## src/rtl/div_unit.sv

```systemverilog
// div_unit: iterative radix-2 restoring divider for RV32M DIV/DIVU/REM/REMU.
// Divides operand magnitudes one quotient bit per cycle (CALC), then applies
// the sign fix-up and registers the result in a single FIX cycle.
// Divide-by-zero and signed overflow skip CALC and go to FIX with the final
// value preloaded.
// Optional macro DIV_EARLY_OUT_EN: when |a| < |b| the quotient is known to be
// zero, so CALC is skipped. Results are identical either way; only latency differs.
//
// Handshake: start is accepted only on an edge where busy=0 and kill=0; the
// operands are sampled on that edge only. busy stays high until the FIX edge.
// valid is a one-cycle pulse in the cycle after the FIX edge, and result holds
// until the next valid pulse. kill aborts CALC/FIX without touching result.
module div_unit #(
  parameter int XLEN = 32
) (
  input  logic            clk,
  input  logic            rst,
  input  logic            start,
  input  logic            kill,
  input  logic [1:0]      op,
  input  logic [XLEN-1:0] a,
  input  logic [XLEN-1:0] b,
  output logic            busy,
  output logic            valid,
  output logic [XLEN-1:0] result,
  output logic [1:0]      dbg_state
);

  typedef enum logic [1:0] {
    IDLE = 2'd0,
    CALC = 2'd1,
    FIX  = 2'd2
  } state_t;

  localparam int CW = $clog2(XLEN);

  state_t          state_q, state_d;
  logic [1:0]      op_q, op_d;
  logic            neg_a_q, neg_a_d;
  logic            neg_b_q, neg_b_d;
  logic            special_q, special_d;
  logic [XLEN-1:0] rem_q, rem_d;
  logic [XLEN-1:0] quo_q, quo_d;
  logic [XLEN-1:0] dvs_q, dvs_d;
  logic [CW-1:0]   count_q, count_d;
  logic [XLEN-1:0] result_q, result_d;
  logic            valid_q, valid_d;

  // Operand decode for the accept edge.
  logic            signed_op;
  logic            a_neg, b_neg;
  logic [XLEN-1:0] abs_a, abs_b;
  logic            b_zero, ovf;

  assign signed_op = ~op[0];
  assign a_neg     = signed_op & a[XLEN-1];
  assign b_neg     = signed_op & b[XLEN-1];
  assign abs_a     = a_neg ? (~a + 1'b1) : a;
  assign abs_b     = b_neg ? (~b + 1'b1) : b;
  assign b_zero    = (b == '0);
  assign ovf       = signed_op && (a == {1'b1, {(XLEN-1){1'b0}}}) && (b == '1);

  // One restoring step: shift {rem,quo} left, trial-subtract on XLEN+1 bits.
  logic [XLEN:0]   shifted;
  logic [XLEN:0]   diff;

  assign shifted = {rem_q, quo_q[XLEN-1]};
  assign diff    = shifted - {1'b0, dvs_q};

  // Sign fix-up; preloaded special values bypass it.
  logic [XLEN-1:0] q_fix, r_fix, fix_val;

  assign q_fix   = (neg_a_q ^ neg_b_q) ? (~quo_q + 1'b1) : quo_q;
  assign r_fix   = neg_a_q ? (~rem_q + 1'b1) : rem_q;
  assign fix_val = special_q ? (op_q[1] ? rem_q : quo_q)
                             : (op_q[1] ? r_fix : q_fix);

  // Next-state and datapath update; every register holds by default.
  always_comb begin
    state_d   = state_q;
    op_d      = op_q;
    neg_a_d   = neg_a_q;
    neg_b_d   = neg_b_q;
    special_d = special_q;
    rem_d     = rem_q;
    quo_d     = quo_q;
    dvs_d     = dvs_q;
    count_d   = count_q;
    result_d  = result_q;
    valid_d   = 1'b0;

    case (state_q)
      IDLE: begin
        if (start && !kill) begin
          op_d      = op;
          neg_a_d   = a_neg;
          neg_b_d   = b_neg;
          dvs_d     = abs_b;
          count_d   = '0;
          special_d = 1'b0;
          if (b_zero) begin
            special_d = 1'b1;
            quo_d     = '1;
            rem_d     = a;
            state_d   = FIX;
          end else if (ovf) begin
            special_d = 1'b1;
            quo_d     = {1'b1, {(XLEN-1){1'b0}}};
            rem_d     = '0;
            state_d   = FIX;
`ifdef DIV_EARLY_OUT_EN
          end else if (abs_a < abs_b) begin
            quo_d     = '0;
            rem_d     = abs_a;
            state_d   = FIX;
`endif
          end else begin
            quo_d     = abs_a;
            rem_d     = '0;
            state_d   = CALC;
          end
        end
      end

      CALC: begin
        if (kill) begin
          state_d = IDLE;
        end else begin
          if (!diff[XLEN]) begin
            rem_d = diff[XLEN-1:0];
            quo_d = {quo_q[XLEN-2:0], 1'b1};
          end else begin
            rem_d = shifted[XLEN-1:0];
            quo_d = {quo_q[XLEN-2:0], 1'b0};
          end
          count_d = count_q + 1'b1;
          if (count_q == CW'(XLEN-1)) state_d = FIX;
        end
      end

      FIX: begin
        if (kill) begin
          state_d = IDLE;
        end else begin
          result_d = fix_val;
          valid_d  = 1'b1;
          state_d  = IDLE;
        end
      end

      default: state_d = IDLE;
    endcase
  end

  // State and datapath registers with synchronous reset.
  always_ff @(posedge clk) begin
    if (rst) begin
      state_q   <= IDLE;
      op_q      <= '0;
      neg_a_q   <= 1'b0;
      neg_b_q   <= 1'b0;
      special_q <= 1'b0;
      rem_q     <= '0;
      quo_q     <= '0;
      dvs_q     <= '0;
      count_q   <= '0;
      result_q  <= '0;
      valid_q   <= 1'b0;
    end else begin
      state_q   <= state_d;
      op_q      <= op_d;
      neg_a_q   <= neg_a_d;
      neg_b_q   <= neg_b_d;
      special_q <= special_d;
      rem_q     <= rem_d;
      quo_q     <= quo_d;
      dvs_q     <= dvs_d;
      count_q   <= count_d;
      result_q  <= result_d;
      valid_q   <= valid_d;
    end
  end

  assign busy      = (state_q != IDLE);
  assign valid     = valid_q;
  assign result    = result_q;
  assign dbg_state = state_q;

endmodule

```

## config.mk

```make
export PLATFORM = sky130hd
export DESIGN_NAME = div_unit
export DESIGN_NICKNAME = d
export VERILOG_FILES = /design/src/rtl/div_unit.sv
export SDC_FILE = /design/constraint.sdc
export NUM_CORES = 1
export LEC_CHECK = 0
export ABC_CLOCK_PERIOD_IN_PS = 4300
export CAP_MARGIN = 30
export CORE_ASPECT_RATIO = 0.7
export CORE_MARGIN = 2
export CORE_UTILIZATION = 59
export DETAILED_ROUTE_END_ITERATION = 6
export PLACE_DENSITY = 0.93
export SKIP_CTS_REPAIR_TIMING = 1
export SLEW_MARGIN = 20
export SYNTH_ARGS = -nofsm -noshare
export SYNTH_HDL_FRONTEND = slang
export SYNTH_SLANG_ARGS = --single-unit
```

## constraint.sdc

```tcl
create_clock -name clk -period 4.3 [get_ports clk]
set_input_delay 0.86 -clock clk [delete_from_list [all_inputs] [get_ports clk]]
set_output_delay 0.86 -clock clk [all_outputs]
set_load 0.01 [all_outputs]
```

==> report_table.html <==
<table>
<tr><th>Metric</th><th>Value</th></tr>
<tr><th colspan="2">Status</th></tr>
<tr><td>Run status</td><td>finished, violations left</td></tr>
<tr><td>Violated checks</td><td>DRC</td></tr>
<tr><th colspan="2">STA</th></tr>
<tr><td>Period minus WS final</td><td>3796 ps</td></tr>
<tr><td>Transition time of the tightest slew-check pin</td><td>927.0 ps</td></tr>
<tr><td>Unrepaired setup endpoints after global routing</td><td>false</td></tr>
<tr><td>Post-route worst hold slack</td><td>445.9 ps</td></tr>
<tr><td>Clk_skew</td><td>9.335 ps</td></tr>
<tr><td>Number of hold violations in the final report</td><td>0</td></tr>
<tr><td>Sum of negative setup slack</td><td>0 ps</td></tr>
<tr><td>Total count of max-transition violations in the final report</td><td>0</td></tr>
<tr><td>Period utilization</td><td>88.27%</td></tr>
<tr><td># setup viols final</td><td>0</td></tr>
<tr><td>Post-layout worst setup margin</td><td>504.4 ps</td></tr>
<tr><td>Max-slew headroom</td><td>38.07%</td></tr>
<tr><td>F_max</td><td>263.5 MHz</td></tr>
<tr><th colspan="2">Logic synthesis</th></tr>
<tr><td>Proportion of netlist area held by the largest area contributor</td><td>25.21%</td></tr>
<tr><td>Count of synthesis-stage warnings from yosys</td><td>0</td></tr>
<tr><td>Post-synth EDFFs</td><td>0</td></tr>
<tr><td>Dominant synthesized flop cell</td><td>sky130_fd_sc_hd__dfxtp_1</td></tr>
<tr><td>Synth area leaders</td><td>sky130_fd_sc_hd__dfxtp_1 25%, sky130_fd_sc_hd__a21oi_1 8.0%, sky130_fd_sc_hd__nor2_1 6.8%</td></tr>
<tr><td>Number of distinct library cell variants in the gate-level netlist after synthesis</td><td>75</td></tr>
<tr><td>Proportion of synthesized chip area in sequential cells</td><td>25.21%</td></tr>
<tr><td>Library cell occupying the most area in the post-synthesis netlist</td><td>sky130_fd_sc_hd__dfxtp_1</td></tr>
<tr><td>Post-synth net total</td><td>1,672</td></tr>
<tr><td>Ys async rst share</td><td>0%</td></tr>
<tr><td>Count leader, synth</td><td>sky130_fd_sc_hd__nor2_1</td></tr>
<tr><td>Synth top cells by count</td><td>200 x sky130_fd_sc_hd__nor2_1, 178 x sky130_fd_sc_hd__a21oi_1, 140 x sky130_fd_sc_hd__dfxtp_1</td></tr>
<tr><td>Cell Area, Synth</td><td>0.01112 mm^2</td></tr>
<tr><td>Post-Syn Area per Cell</td><td>7.116 um^2</td></tr>
<tr><td>Post-Syn Instances</td><td>1,562</td></tr>
<tr><td>Count of state elements after synthesis</td><td>140</td></tr>
<tr><th colspan="2">Cells and area</th></tr>
<tr><td>Area added between synthesis and finish</td><td>17.41%</td></tr>
<tr><td>Number of antenna cells inserted</td><td>0</td></tr>
<tr><td>Post-route standard cell area excluding fillers</td><td>0.01305 mm^2</td></tr>
<tr><td>Post-Layout Cell Count</td><td>1,874</td></tr>
<tr><td>Fraction of final layout cells with drive strength greater than 1</td><td>7.082%</td></tr>
<tr><td>Util after Layout</td><td>71.67%</td></tr>
<tr><td>Layout Nets</td><td>1,735</td></tr>
<tr><th colspan="2">Detailed routing</th></tr>
<tr><td>DR pass1 iterations</td><td>7</td></tr>
<tr><td>Detail Route Antenna Nets</td><td>0</td></tr>
<tr><td>Average vias per placed instance</td><td>6.951</td></tr>
<tr><td>DR vias</td><td>13,026</td></tr>
<tr><td>Routed wire length per instance</td><td>20.72 um</td></tr>
<tr><td>Number of violations reported at the end of detailed-routing iteration 0</td><td>2,451</td></tr>
<tr><td>Routed WL</td><td>38.83 mm</td></tr>
<tr><td># DRC</td><td>9</td></tr>
<tr><th colspan="2">Place</th></tr>
<tr><td>Number of port buffers</td><td>105</td></tr>
<tr><td>Placed Area</td><td>0.01240 mm^2</td></tr>
<tr><td>Placer Congestion</td><td>1.013</td></tr>
<tr><td>Minimum setup slack after placement</td><td>460.0 ps</td></tr>
<tr><td>DPL Wire Length</td><td>28.16 mm</td></tr>
<tr><td>Placed cell count</td><td>1,842</td></tr>
<tr><th colspan="2">Power</th></tr>
<tr><td>Pwr Total</td><td>4.826 mW</td></tr>
<tr><td>Pwr/cell area</td><td>369.7 mW/mm^2</td></tr>
<tr><td>Leakage power of the design</td><td>4.694 nW</td></tr>
<tr><td>Part of the total power dissipated in combinational logic</td><td>34.2%</td></tr>
<tr><td>Switching pwr</td><td>1.759 mW</td></tr>
<tr><td>Internal power contribution</td><td>3.066 mW</td></tr>
<tr><td>Register share of total power</td><td>31.4%</td></tr>
<tr><td>Peak supply drop</td><td>0.0002634 V</td></tr>
<tr><td>Net switching share of the total power</td><td>36.46%</td></tr>
<tr><td>Proportion of power drawn by the clock network</td><td>34.4%</td></tr>
<tr><th colspan="2">Floorplan</th></tr>
<tr><td>Core footprint</td><td>0.01821 mm^2</td></tr>
<tr><td>Overall die width</td><td>168.1 um</td></tr>
<tr><td>Number of standard-cell rows in the floorplan</td><td>41</td></tr>
<tr><td>Full die area</td><td>0.01997 mm^2</td></tr>
<tr><td>Die height</td><td>118.8 um</td></tr>
<tr><td>Starting utilization of the core area</td><td>61.04%</td></tr>
<tr><td>I/O Pins</td><td>106</td></tr>
<tr><th colspan="2">GRT</th></tr>
<tr><td>Number of antenna violations at the first check in global routing</td><td>0</td></tr>
<tr><td>Number of global-route vias before repair</td><td>11,582</td></tr>
<tr><td>Global-route wire length before repair</td><td>61.25 mm</td></tr>
<tr><td>Total routing resource utilization after global routing</td><td>38.07%</td></tr>
<tr><td>Largest net degree at the start of global routing</td><td>67</td></tr>
<tr><td>Remaining global-route overflow</td><td>0</td></tr>
<tr><th colspan="2">Run</th></tr>
<tr><td>Max-Cap Viols</td><td>0</td></tr>
<tr><th colspan="2">Clock tree</th></tr>
<tr><td>Worst-path clk slew</td><td>60 ps</td></tr>
<tr><td>Clk buf depth</td><td>2</td></tr>
<tr><td>Library cell used as clock root buffer</td><td>sky130_fd_sc_hd__clkbuf_16</td></tr>
<tr><td>Number of levels in the clock H-tree</td><td>4</td></tr>
<tr><td>Clk sinks</td><td>140</td></tr>
<tr><td>Clock tree from TritonCTS</td><td>built</td></tr>
<tr><td>Clock latency at the later pin of the worst-skew pair</td><td>440 ps</td></tr>
<tr><td>Num CTS Buffers</td><td>17</td></tr>
<tr><th colspan="2">Worst setup path</th></tr>
<tr><td>Peak fanout along the critical path</td><td>15</td></tr>
<tr><td>Kind of critical path</td><td>flop to flop</td></tr>
<tr><td>Nature of the critical path startpoint</td><td>flop</td></tr>
<tr><td>CP arrival</td><td>4140 ps</td></tr>
<tr><td>Required time of the worst setup path</td><td>4640 ps</td></tr>
<tr><td>Type of element capturing the critical path</td><td>flop</td></tr>
<tr><th colspan="2">Hold path</th></tr>
<tr><td>Kind of path behind the tightest hold check</td><td>flop to flop</td></tr>
</table>
-- sequential cells by signal, summed over array words and instances (netlist names) --
register	flops
result	32
dvs_q	32
count_q	5
neg_b_q	1
quo_q	32
valid	1
op_q	1
rem_q	32
neg_a_q	1
dbg_state	2
special_q	1
-- placed cells by master, fill, tap and decap left out, types with 11 or more instances in the layout --
master                            synthesis  routed
sky130_fd_sc_hd__nor3_1                  71      71
sky130_fd_sc_hd__a31oi_1                 35      35
sky130_fd_sc_hd__nor2b_1                 20      19
sky130_fd_sc_hd__xor2_1                  51      51
sky130_fd_sc_hd__o31ai_1                 21      21
sky130_fd_sc_hd__a221oi_1                12      12
sky130_fd_sc_hd__o21ai_0                 76      76
sky130_fd_sc_hd__clkdlybuf4s50_1          0     104
sky130_fd_sc_hd__clkbuf_16                0      17
sky130_fd_sc_hd__or3_1                   22      22
sky130_fd_sc_hd__nand4_1                 18      18
sky130_fd_sc_hd__o22ai_1                 11      11
sky130_fd_sc_hd__a211oi_1                71      71
sky130_fd_sc_hd__a21oi_1                178     178
sky130_fd_sc_hd__dfxtp_1                140     139
sky130_fd_sc_hd__nand3_1                 23      23
sky130_fd_sc_hd__inv_1                   61      61
sky130_fd_sc_hd__buf_4                    3      48
sky130_fd_sc_hd__nand2_1                131     130
sky130_fd_sc_hd__nor4_1                  19      19
sky130_fd_sc_hd__nand2b_1                15      14
sky130_fd_sc_hd__o211ai_1                25      25
sky130_fd_sc_hd__xnor2_1                 49      49
sky130_fd_sc_hd__nor2_1                 200     199
sky130_fd_sc_hd__ha_1                    39      39
-- worst max-delay path, stage by stage (launching register included) --
cell	delay [ps]
sky130_fd_sc_hd__dfxtp_1	460
sky130_fd_sc_hd__inv_1	150
sky130_fd_sc_hd__fa_1	420
sky130_fd_sc_hd__nand2b_1	200
sky130_fd_sc_hd__a21o_1	210
sky130_fd_sc_hd__a31oi_1	250
sky130_fd_sc_hd__o21ai_0	270
sky130_fd_sc_hd__a311oi_1	540
sky130_fd_sc_hd__nor3_1	90
sky130_fd_sc_hd__buf_4	210
sky130_fd_sc_hd__nor2_1	150
sky130_fd_sc_hd__buf_4	250
sky130_fd_sc_hd__o21ai_0	100
sky130_fd_sc_hd__buf_4	160
sky130_fd_sc_hd__a221oi_1	240
-- power by group through the flow --
stage | clock [mW] | combinational (mW) | sequential, mW
3_3_place_gp | 0 | 1.51 | 1.53
4_1_cts | 1.65 | 1.58 | 1.50
6_report | 1.66 | 1.65 | 1.51
3_5_place_dp | 0 | 1.55 | 1.53
5_1_grt | 1.71 | 1.78 | 1.52
2_1_floorplan | 0 | 1.13 | 1.47
-- cells by family (layout without fill, tap and decap cells) --
logic type	count (synthesis)	count (layout)	share of synthesized area [%]
AOI/OAI and AO/OA	523	523	30.00
xor gates and xnor gates	100	100	7.879
adders and majority gates	40	40	4.570
buffers and inverters	169	245	5.999
DFF	140	140	25.21
muxes	18	18	1.812
and+or+nand+nor	572	572	24.53
-- cell type report --
cell class              count  area (um^2)
inverters                  61        229.0
multi-input cells        1253         7671
flip-flops and latches    140         2804
well taps                 236        295.3
fillers                  1372         5160
repair buffers            152         1401
clock buffers              21        460.4
clock inverters            11        190.2
-- worst paths after layout --
path	endpoint	from	slack [ps]	cells after the start
max	quo_q[0]	rem_q[0]	500	14
min	result[30]	result[30]	450	2
max reg2reg	quo_q[0]	rem_q[0]	500	14
min reg2reg	result[30]	result[30]	450	2
-- routing by layer --
layer  track usage (%)  vias up  share of wire [%]
li1                  -     5860                  -
met1             53.35     5959                 40
met2             54.60     1025                 40
met5                 0        -                  0
met4             16.81        0                4.9
met3             10.37      182                 14
Note: power is estimated with default switching activity, not from simulation.
